File: config.mk
export PLATFORM = sky130hd
export DESIGN_NAME = bof_guard_ctrl
export DESIGN_NICKNAME = d
export VERILOG_FILES = /design/src/rtl/bof_guard_ctrl.sv
export SDC_FILE = /design/constraint.sdc
export NUM_CORES = 1
export LEC_CHECK = 0
export ABC_AREA = 1
export BUFFER_PORTS_ARGS = -buffer_cell sky130_fd_sc_hd__buf_2
export CAP_MARGIN = 20
export CELL_PAD_IN_SITES_DETAIL_PLACEMENT = 0
export CELL_PAD_IN_SITES_GLOBAL_PLACEMENT = 1
export CORE_AREA = 2 2 80 82
export DETAILED_ROUTE_END_ITERATION = 10
export DIE_AREA = 0 0 82 84
export PLACE_DENSITY = 0.91
export SLEW_MARGIN = 20
export SYNTH_ARGS = -nofsm -noshare
export SYNTH_HDL_FRONTEND = slang
export SYNTH_SLANG_ARGS = --single-unit
export TNS_END_PERCENT = 100
File: constraint.sdc
create_clock -name clk_i -period 1.98 [get_ports clk_i]
set_input_delay 0.198 -clock clk_i [delete_from_list [all_inputs] [get_ports clk_i]]
set_output_delay 0.198 -clock clk_i [all_outputs]
set_load 0.005 [all_outputs]
File: src/rtl/bof_guard_ctrl.sv
// bof_guard_ctrl: sequencing controller for the heap-overflow detector.
// It arms and disarms crash detection, runs timed range-buffer flushes, and
// correlates "load from tracked overflow range" with committed JALRs.
// Optional build macro: BOF_CTRL_AUTOFLUSH_EN -- when defined, an acknowledged
// alert flushes the range buffer before re-arming.
module bof_guard_ctrl #(
  parameter int FLUSH_CYCLES = 4,
  parameter int WINDOW       = 3,
  parameter int CNT_W        = 8
) (
  input  logic             clk_i,
  input  logic             rst_ni,
  input  logic             cmd_valid_i,
  output logic             cmd_ready_o,
  input  logic [1:0]       cmd_op_i,
  input  logic             load_in_range_i,
  input  logic             jalr_commit_i,
  input  logic [31:0]      jalr_pc_i,
  output logic             en_crash_o,
  output logic             rst_buf_o,
  output logic             crash_req_o,
  input  logic             crash_ack_i,
  output logic [31:0]      crash_pc_o,
  output logic [CNT_W-1:0] event_count_o,
  output logic [1:0]       state_o
);

  typedef enum logic [1:0] {
    S_IDLE  = 2'd0,
    S_ARMED = 2'd1,
    S_FLUSH = 2'd2,
    S_ALERT = 2'd3
  } state_e;

  localparam logic [1:0] OP_ENABLE  = 2'd1;
  localparam logic [1:0] OP_DISABLE = 2'd2;
  localparam logic [1:0] OP_FLUSH   = 2'd3;

  // Flush counter counts down from FLUSH_CYCLES-1 to 0 while in FLUSH.
  localparam int            FW         = (FLUSH_CYCLES > 1) ? $clog2(FLUSH_CYCLES) : 1;
  localparam logic [FW-1:0] FLUSH_LAST = FW'(FLUSH_CYCLES - 1);
  localparam logic [3:0]    WIN_LD     = 4'(WINDOW);

  state_e            state_q, state_d;
  state_e            ret_q, ret_d;
  logic [FW-1:0]     fcnt_q, fcnt_d;
  logic [3:0]        win_q, win_d;
  logic [31:0]       pc_q;
  logic [CNT_W-1:0]  cnt_q;
  logic              en_q, rb_q, req_q;
  logic              trigger;
  logic              cmd_go;

  // A JALR while armed triggers if the load flag is up now or was up recently.
  assign trigger     = (state_q == S_ARMED) && jalr_commit_i &&
                       (load_in_range_i || (win_q != 4'd0));
  // A trigger steals the cycle, so a coincident command stays pending.
  assign cmd_ready_o = (state_q == S_IDLE) || ((state_q == S_ARMED) && !trigger);
  assign cmd_go      = cmd_valid_i && cmd_ready_o;

  // Next-state, return-target, flush-count and window-count logic.
  always_comb begin
    state_d = state_q;
    ret_d   = ret_q;
    fcnt_d  = fcnt_q;
    win_d   = 4'd0;
    case (state_q)
      S_IDLE: begin
        if (cmd_go && cmd_op_i == OP_ENABLE) begin
          state_d = S_ARMED;
        end else if (cmd_go && cmd_op_i == OP_FLUSH) begin
          state_d = S_FLUSH;
          ret_d   = S_IDLE;
          fcnt_d  = FLUSH_LAST;
        end
      end
      S_ARMED: begin
        if (load_in_range_i) begin
          win_d = WIN_LD;
        end else if (win_q != 4'd0) begin
          win_d = win_q - 4'd1;
        end
        if (trigger) begin
          state_d = S_ALERT;
        end else if (cmd_go && cmd_op_i == OP_DISABLE) begin
          state_d = S_IDLE;
        end else if (cmd_go && cmd_op_i == OP_FLUSH) begin
          state_d = S_FLUSH;
          ret_d   = S_ARMED;
          fcnt_d  = FLUSH_LAST;
        end
      end
      S_FLUSH: begin
        if (fcnt_q == '0) begin
          state_d = ret_q;
        end else begin
          fcnt_d = fcnt_q - 1'b1;
        end
      end
      S_ALERT: begin
        if (crash_ack_i) begin
`ifdef BOF_CTRL_AUTOFLUSH_EN
          state_d = S_FLUSH;
          ret_d   = S_ARMED;
          fcnt_d  = FLUSH_LAST;
`else
          state_d = S_ARMED;
`endif
        end
      end
      default: state_d = S_IDLE;
    endcase
  end

  // State register with outputs registered from the next state.
  always_ff @(posedge clk_i or negedge rst_ni) begin
    if (!rst_ni) begin
      state_q <= S_IDLE;
      ret_q   <= S_IDLE;
      fcnt_q  <= '0;
      win_q   <= 4'd0;
      pc_q    <= 32'd0;
      cnt_q   <= '0;
      en_q    <= 1'b0;
      rb_q    <= 1'b0;
      req_q   <= 1'b0;
    end else begin
      state_q <= state_d;
      ret_q   <= ret_d;
      fcnt_q  <= fcnt_d;
      win_q   <= win_d;
      en_q    <= (state_d == S_ARMED);
      rb_q    <= (state_d == S_FLUSH);
      req_q   <= (state_d == S_ALERT);
      if (trigger) begin
        pc_q <= jalr_pc_i;
        if (cnt_q != '1) begin
          cnt_q <= cnt_q + 1'b1;
        end
      end
    end
  end

  assign en_crash_o    = en_q;
  assign rst_buf_o     = rb_q;
  assign crash_req_o   = req_q;
  assign crash_pc_o    = pc_q;
  assign event_count_o = cnt_q;
  assign state_o       = state_q;

endmodule
==> flow_summary.json, run 1 <==
{
  "clock_path_buffers": 2,
  "critical_path_class": "flip-flop to primary output",
  "place_ws_ns": 0.236,
  "syn-cell-area_mm2": 0.00219,
  "final.setup_skew_ns": 0.00842,
  "grt_pass1_vias": 1773,
  "setup_viol": 0,
  "dp_hpwl_um": 3410,
  "hp-class": "primary input to async pin",
  "clkTransAtPathRegs_ns": 0.09,
  "core.rowCount": 29,
  "synthCells": 249,
  "worst_pin_slew_ns": 0.646,
  "coreArea_mm2": 0.00610,
  "power.density_mw_per_mm2": 1340,
  "yosysSeqAreaShare_pct": 59.4,
  "final_cell_mix": "nand2_1, buf_2, dfrtp_1",
  "max_freq_mhz": 543,
  "vias_per_cell": 4.52,
  "syn_nets": 291,
  "layout-drive-gt1-share_pct": 32.3,
  "start_util_pct": 36.0,
  "first_iter_violations": 125,
  "overflow": 0,
  "firstDrtPassIters": 4,
  "rsz0062_at_grt": "false",
  "vias": 1890,
  "ir_drop_v": 0.000457,
  "ys_seq_elements": 52,
  "fillCellCount": 629,
  "maxCapViolCount": 0,
  "numCtsBuffers": 5,
  "violations": "hold timing",
  "avgSynthCellArea_um2": 8.80,
  "cts_root_buf": "clkbuf_8",
  "p_leak_nw": 1.66,
  "r2r_setup_slack_ns": 0.42,
  "final_nets": 382,
  "hold_violations": 1,
  "finalCriticalPeriod_ns": 1.84,
  "period_share_pct": 93.0,
  "gr-usage-all-layers_pct": 14.2,
  "area_delta_synth_final_pct": 30.4,
  "wirelength_um": 4780,
  "cts.sinks": 52,
  "h-tree-depth": 2,
  "port-buffer-count": 85,
  "setup_slack_ns": 0.140,
  "die_h_um": 84,
  "wire_per_inst_um": 11.4,
  "dp_cells": 407,
  "synthDistinctLibCells": 25,
  "antenna_found_initial": 0,
  "start_kind": "flip-flop",
  "grt_max_degree": 53,
  "end_kind": "primary output",
  "slew_headroom_pct": 57.0,
  "whs_ns": -0.000778,
  "path_cells": "nor2_2, nand3_2, nand2_8, clkinv_8, nor2_1, buf_2",
  "die_w_um": 82,
  "slew_viol_final": 0,
  "cpMaxStageDelayCell": "dfrtp_1",
  "io_pins": 86,
  "yosysWarnings": 0,
  "dieArea_mm2": 0.00689,
  "post-route-util_pct": 46.9,
  "max_stage_delay_ns": 0.42,
  "layout.area.seq_mm2": 0.00130,
  "status": "complete, but fails checks",
  "timing.critical_path.required_ns": 1.78,
  "ant_nets": 0,
  "place.gp.congestion": 0.823,
  "multi_input_area_um2": 801,
  "fin_cells": 418,
  "cp_max_fo": 35,
  "worstPathArrival_ns": 1.64,
  "grt_first_pass_wirelength_um": 7760,
  "crit_buf_inv": 2,
  "post-route-drc-count": 0,
  "finalSetupTns_ns": 0,
  "clk_latency_ns": 0.30,
  "final_common_cell": "nand2_1",
  "cts_hold_buf": 0,
  "critPathTopFamily": "simple AND/OR/NAND/NOR gates",
  "num_antenna_cells": 0,
  "cts_tree": "done"
}
-- worst reg2reg max path, stage by stage (launching register included) --
cell and delay, ns:
dfrtp_1 0.43, inv_2 0.13, nand2_2 0.11, nor2_4 0.16
nand2_8 0.11, clkinv_8 0.15, nand2_4 0.10, inv_2 0.12
nand2_1 0.06, nand2_1 0.06, nand2_1 0.04
-- cell usage after synthesis (all sizes together) --
cell	count	area share, %
a211oi	1	0.34
a21oi	5	1.1
buf	6	1.4
dfrtp	52	59
ha	2	1.1
inv	17	3.1
nand2	129	23
nand3	5	1.4
nand3b	1	0.34
nand4	4	1.4
nor2	11	2.5
nor3	1	0.23
o21ai	7	1.6
o31ai	2	0.68
xnor2	2	0.80
xor2	4	1.6
-- cells by family (layout without fill, tap and decap cells) --
logic type,Yosys count,count (layout),share of synthesized area [%]
XOR/XNOR,6,6,2.40
flip-flops,52,52,59.4
buffers and inverters,23,115,4.51
AO/OA/AOI/OAI,15,15,3.77
AND/OR/NAND/NOR,151,151,28.8
adder cells (fa/ha/maj),2,2,1.14
-- path summary, 6_finish.rpt --
path                                      from               end  cells past startpoint
worst min register to register  crash_pc_o[30]    crash_pc_o[30]                      2
worst min-delay path                    rst_ni     crash_pc_o[0]                      2
min in group clk_i               jalr_pc_i[28]    crash_pc_o[28]                      3
worst max-delay path                  win_q[1]       cmd_ready_o                      6
worst max register to register      state_o[1]  event_count_o[3]                     10
max in group asynchronous               rst_ni    crash_pc_o[17]                      2
-- routing by layer --
metal | vias up | track usage [%] | part of all wire, %
met5 | - | 0 | 0
met3 | 7 | 3.35 | 7.2
li1 | 950 | - | -
met2 | 56 | 23.7 | 47
met1 | 877 | 18.2 | 45
met4 | 0 | 4.09 | 1.1
-- through the flow --
stage          total power [W]  cell area [µm²]
3_5_place_dp           0.00309             2700
6_report               0.00383             2860
2_1_floorplan          0.00248             2190
3_3_place_gp           0.00306             2700
5_1_grt                0.00416             2860
4_1_cts                0.00386             2820
-- flip-flops by register name (all words and copies together), names as in the netlist, 2 cells and up --
name           cells
state_o            2
win_q              4
fcnt_q             2
crash_pc_o        32
event_count_o      8
-- timing repair --
action / in CTS / in global routing
resized for setup: 0 / 3
endpoints found under the setup margin: 0 / 1
buffers inserted: 0 / 3
endpoints found under the hold margin: 0 / 0
-- power breakdown --
| part | internal [W] | switching, W |
|---|---|---|
| sequential | 0.00149 | 0.000250 |
| clock | 0.000414 | 0.000340 |
| combinational | 0.000596 | 0.000741 |
| total | 0.00249 | 0.00133 |
-- layout make-up --
class | count | share of cell area (%)
clock inverters | 2 | 1.36
inverters | 17 | 2.67
multi-input cells | 174 | 28.0
flip-flops and latches | 52 | 45.5
repair buffers | 90 | 16.2
well taps | 77 | 3.37
clock buffers | 6 | 2.89
Note: power is estimated with default switching activity, not from simulation.
==> run 2, diff against run 1 <==
CORE_AREA = 2 2 85 79   (was 2 2 80 82)
DIE_AREA = 0 0 87 81   (was 0 0 82 84)
PLACE_DENSITY = 0.9   (was 0.91)
==> run 2 against run 1 <==
The run now ends clean. Sequential power about the same. Via count decreased by 1.9%. Global-route usage decreased by 0.14 points. Total power decreased by 4.4%. Non-clock buffer count decreased by 1. Clock power decreased by 20%. Highest routed layer unchanged.
==> flow_summary.json, run 2 (synthesis results as in run 1) <==
{
  "status": "completed",
  "start_util_pct": 35.0,
  "dieArea_mm2": 0.00705,
  "post-route-drc-count": 0,
  "finalSetupTns_ns": 0,
  "critPathTopFamily": "buffers and inverters",
  "vias": 1854,
  "dp_hpwl_um": 3510,
  "cts_root_buf": "clkbuf_8",
  "path_cells": "inv_2, nand2_2, nor2_4, nand2_4, inv_8, nor2_1, buf_2",
  "wire_per_inst_um": 11.5,
  "area_delta_synth_final_pct": 28.1,
  "firstDrtPassIters": 4,
  "ant_nets": 0,
  "layout-drive-gt1-share_pct": 31.8,
  "cts_tree": "done",
  "maxCapViolCount": 0,
  "final_nets": 381,
  "wirelength_um": 4780,
  "fillCellCount": 641,
  "port-buffer-count": 85,
  "antenna_found_initial": 0,
  "p_leak_nw": 1.65,
  "power_w": 0.00366,
  "first_iter_violations": 90,
  "final_common_cell": "nand2_1",
  "cts.sinks": 52,
  "die_h_um": 81,
  "whs_ns": 0.0931,
  "vias_per_cell": 4.47,
  "core.rowCount": 28,
  "die_w_um": 87,
  "crit_buf_inv": 3,
  "io_pins": 86,
  "cpMaxStageDelayCell": "dfrtp_1",
  "ir_drop_v": 0.000393,
  "place.gp.congestion": 0.834,
  "final_cell_mix": "nand2_1, buf_2, dfrtp_1",
  "timing.critical_path.required_ns": 1.78,
  "clk_latency_ns": 0.29,
  "worst_pin_slew_ns": 0.364,
  "rsz0062_at_grt": "false",
  "numCtsBuffers": 5,
  "clock_path_buffers": 2,
  "final.setup_skew_ns": 0.00476,
  "hold_violations": 0,
  "slew_viol_final": 0,
  "worstPathArrival_ns": 1.63,
  "end_kind": "primary output",
  "grt_pass1_vias": 1678,
  "start_kind": "flip-flop",
  "max_stage_delay_ns": 0.41,
  "power.density_mw_per_mm2": 1300,
  "setup_viol": 0,
  "finalCriticalPeriod_ns": 1.83,
  "grt_max_degree": 36,
  "clkTransAtPathRegs_ns": 0.09,
  "largest_reg_flops": 32,
  "num_antenna_cells": 0,
  "period_share_pct": 92.5,
  "slew_headroom_pct": 75.8,
  "critical_path_class": "flip-flop to primary output",
  "gr-usage-all-layers_pct": 14.1,
  "hp-class": "primary input to flip-flop",
  "cp_max_fo": 35,
  "h-tree-depth": 2,
  "overflow": 0,
  "max_freq_mhz": 546,
  "coreArea_mm2": 0.00627,
  "grt_first_pass_wirelength_um": 7780,
  "cts_setup_buffers": 0
}
## run 2: final timing paths
| path | cells past startpoint | startpoint | slack (ns) | endpoint |
|---|---|---|---|---|
| min in group asynchronous | 2 | rst_ni | 0.34 | event_count_o[1] |
| max in group asynchronous | 3 | rst_ni | 1.04 | crash_pc_o[29] |
| min reg2reg | 2 | crash_pc_o[2] | 0.48 | crash_pc_o[2] |
| min | 3 | jalr_pc_i[28] | 0.09 | crash_pc_o[28] |
| max reg2reg | 10 | state_o[1] | 0.33 | event_count_o[3] |
| max | 7 | state_o[1] | 0.15 | cmd_ready_o |
## run 2: stage by stage
step | instance area, µm² | cells | setup WS, ns | util [%]
after detailed placement | 2700 | 406 | 0.275 | 43.1
after floorplan | 2190 | 249 | 0.646 | -
final | 2810 | 415 | 0.148 | 44.8
after global routing | 2810 | 415 | 0.00642 | 44.8
after global placement | 2700 | 406 | 0.311 | 43.1
after CTS | 2810 | 415 | 0.0784 | 44.8
## run 2: area by class of cell
class	count	area (µm²)	share of cell area [%]
flip-flops and latches	52	1300	46.3
multi-input cells	174	792	28.2
repair buffers	89	458	16.3
well taps	75	93.8	3.34
clock buffers	6	82.6	2.94
inverters	17	71.3	2.54
clock inverters	2	10.0	0.356
## run 2: tightest hold or removal path, delay by kind of cell
kind	cells	cell delay [ns]
AND/OR/NAND/NOR	2	0.08
buffers and inverters	1	0.07
## run 2: routing by layer
metal	vias up	global-route usage (%)	wire length, µm
met4	0	3.75	23
met2	48	22.5	2100
li1	944	-	-
met1	860	19.2	2340
met5	-	0	0
met3	2	3.46	309
## run 2: power by group
part	switching (W)	total (W)	leakage, nW	internal [W]
Sequential	0.000262	0.00175	0.663	0.00149
Combinational	0.000722	0.00130	0.933	0.000581
Clock	0.000326	0.000606	0.0510	0.000280
## run 2: timing repair
action,4_1_cts,5_1_grt
resized for setup,0,1
hold buffers,1,0
endpoints found under the hold margin,14,0
setup endpoints to repair,0,1
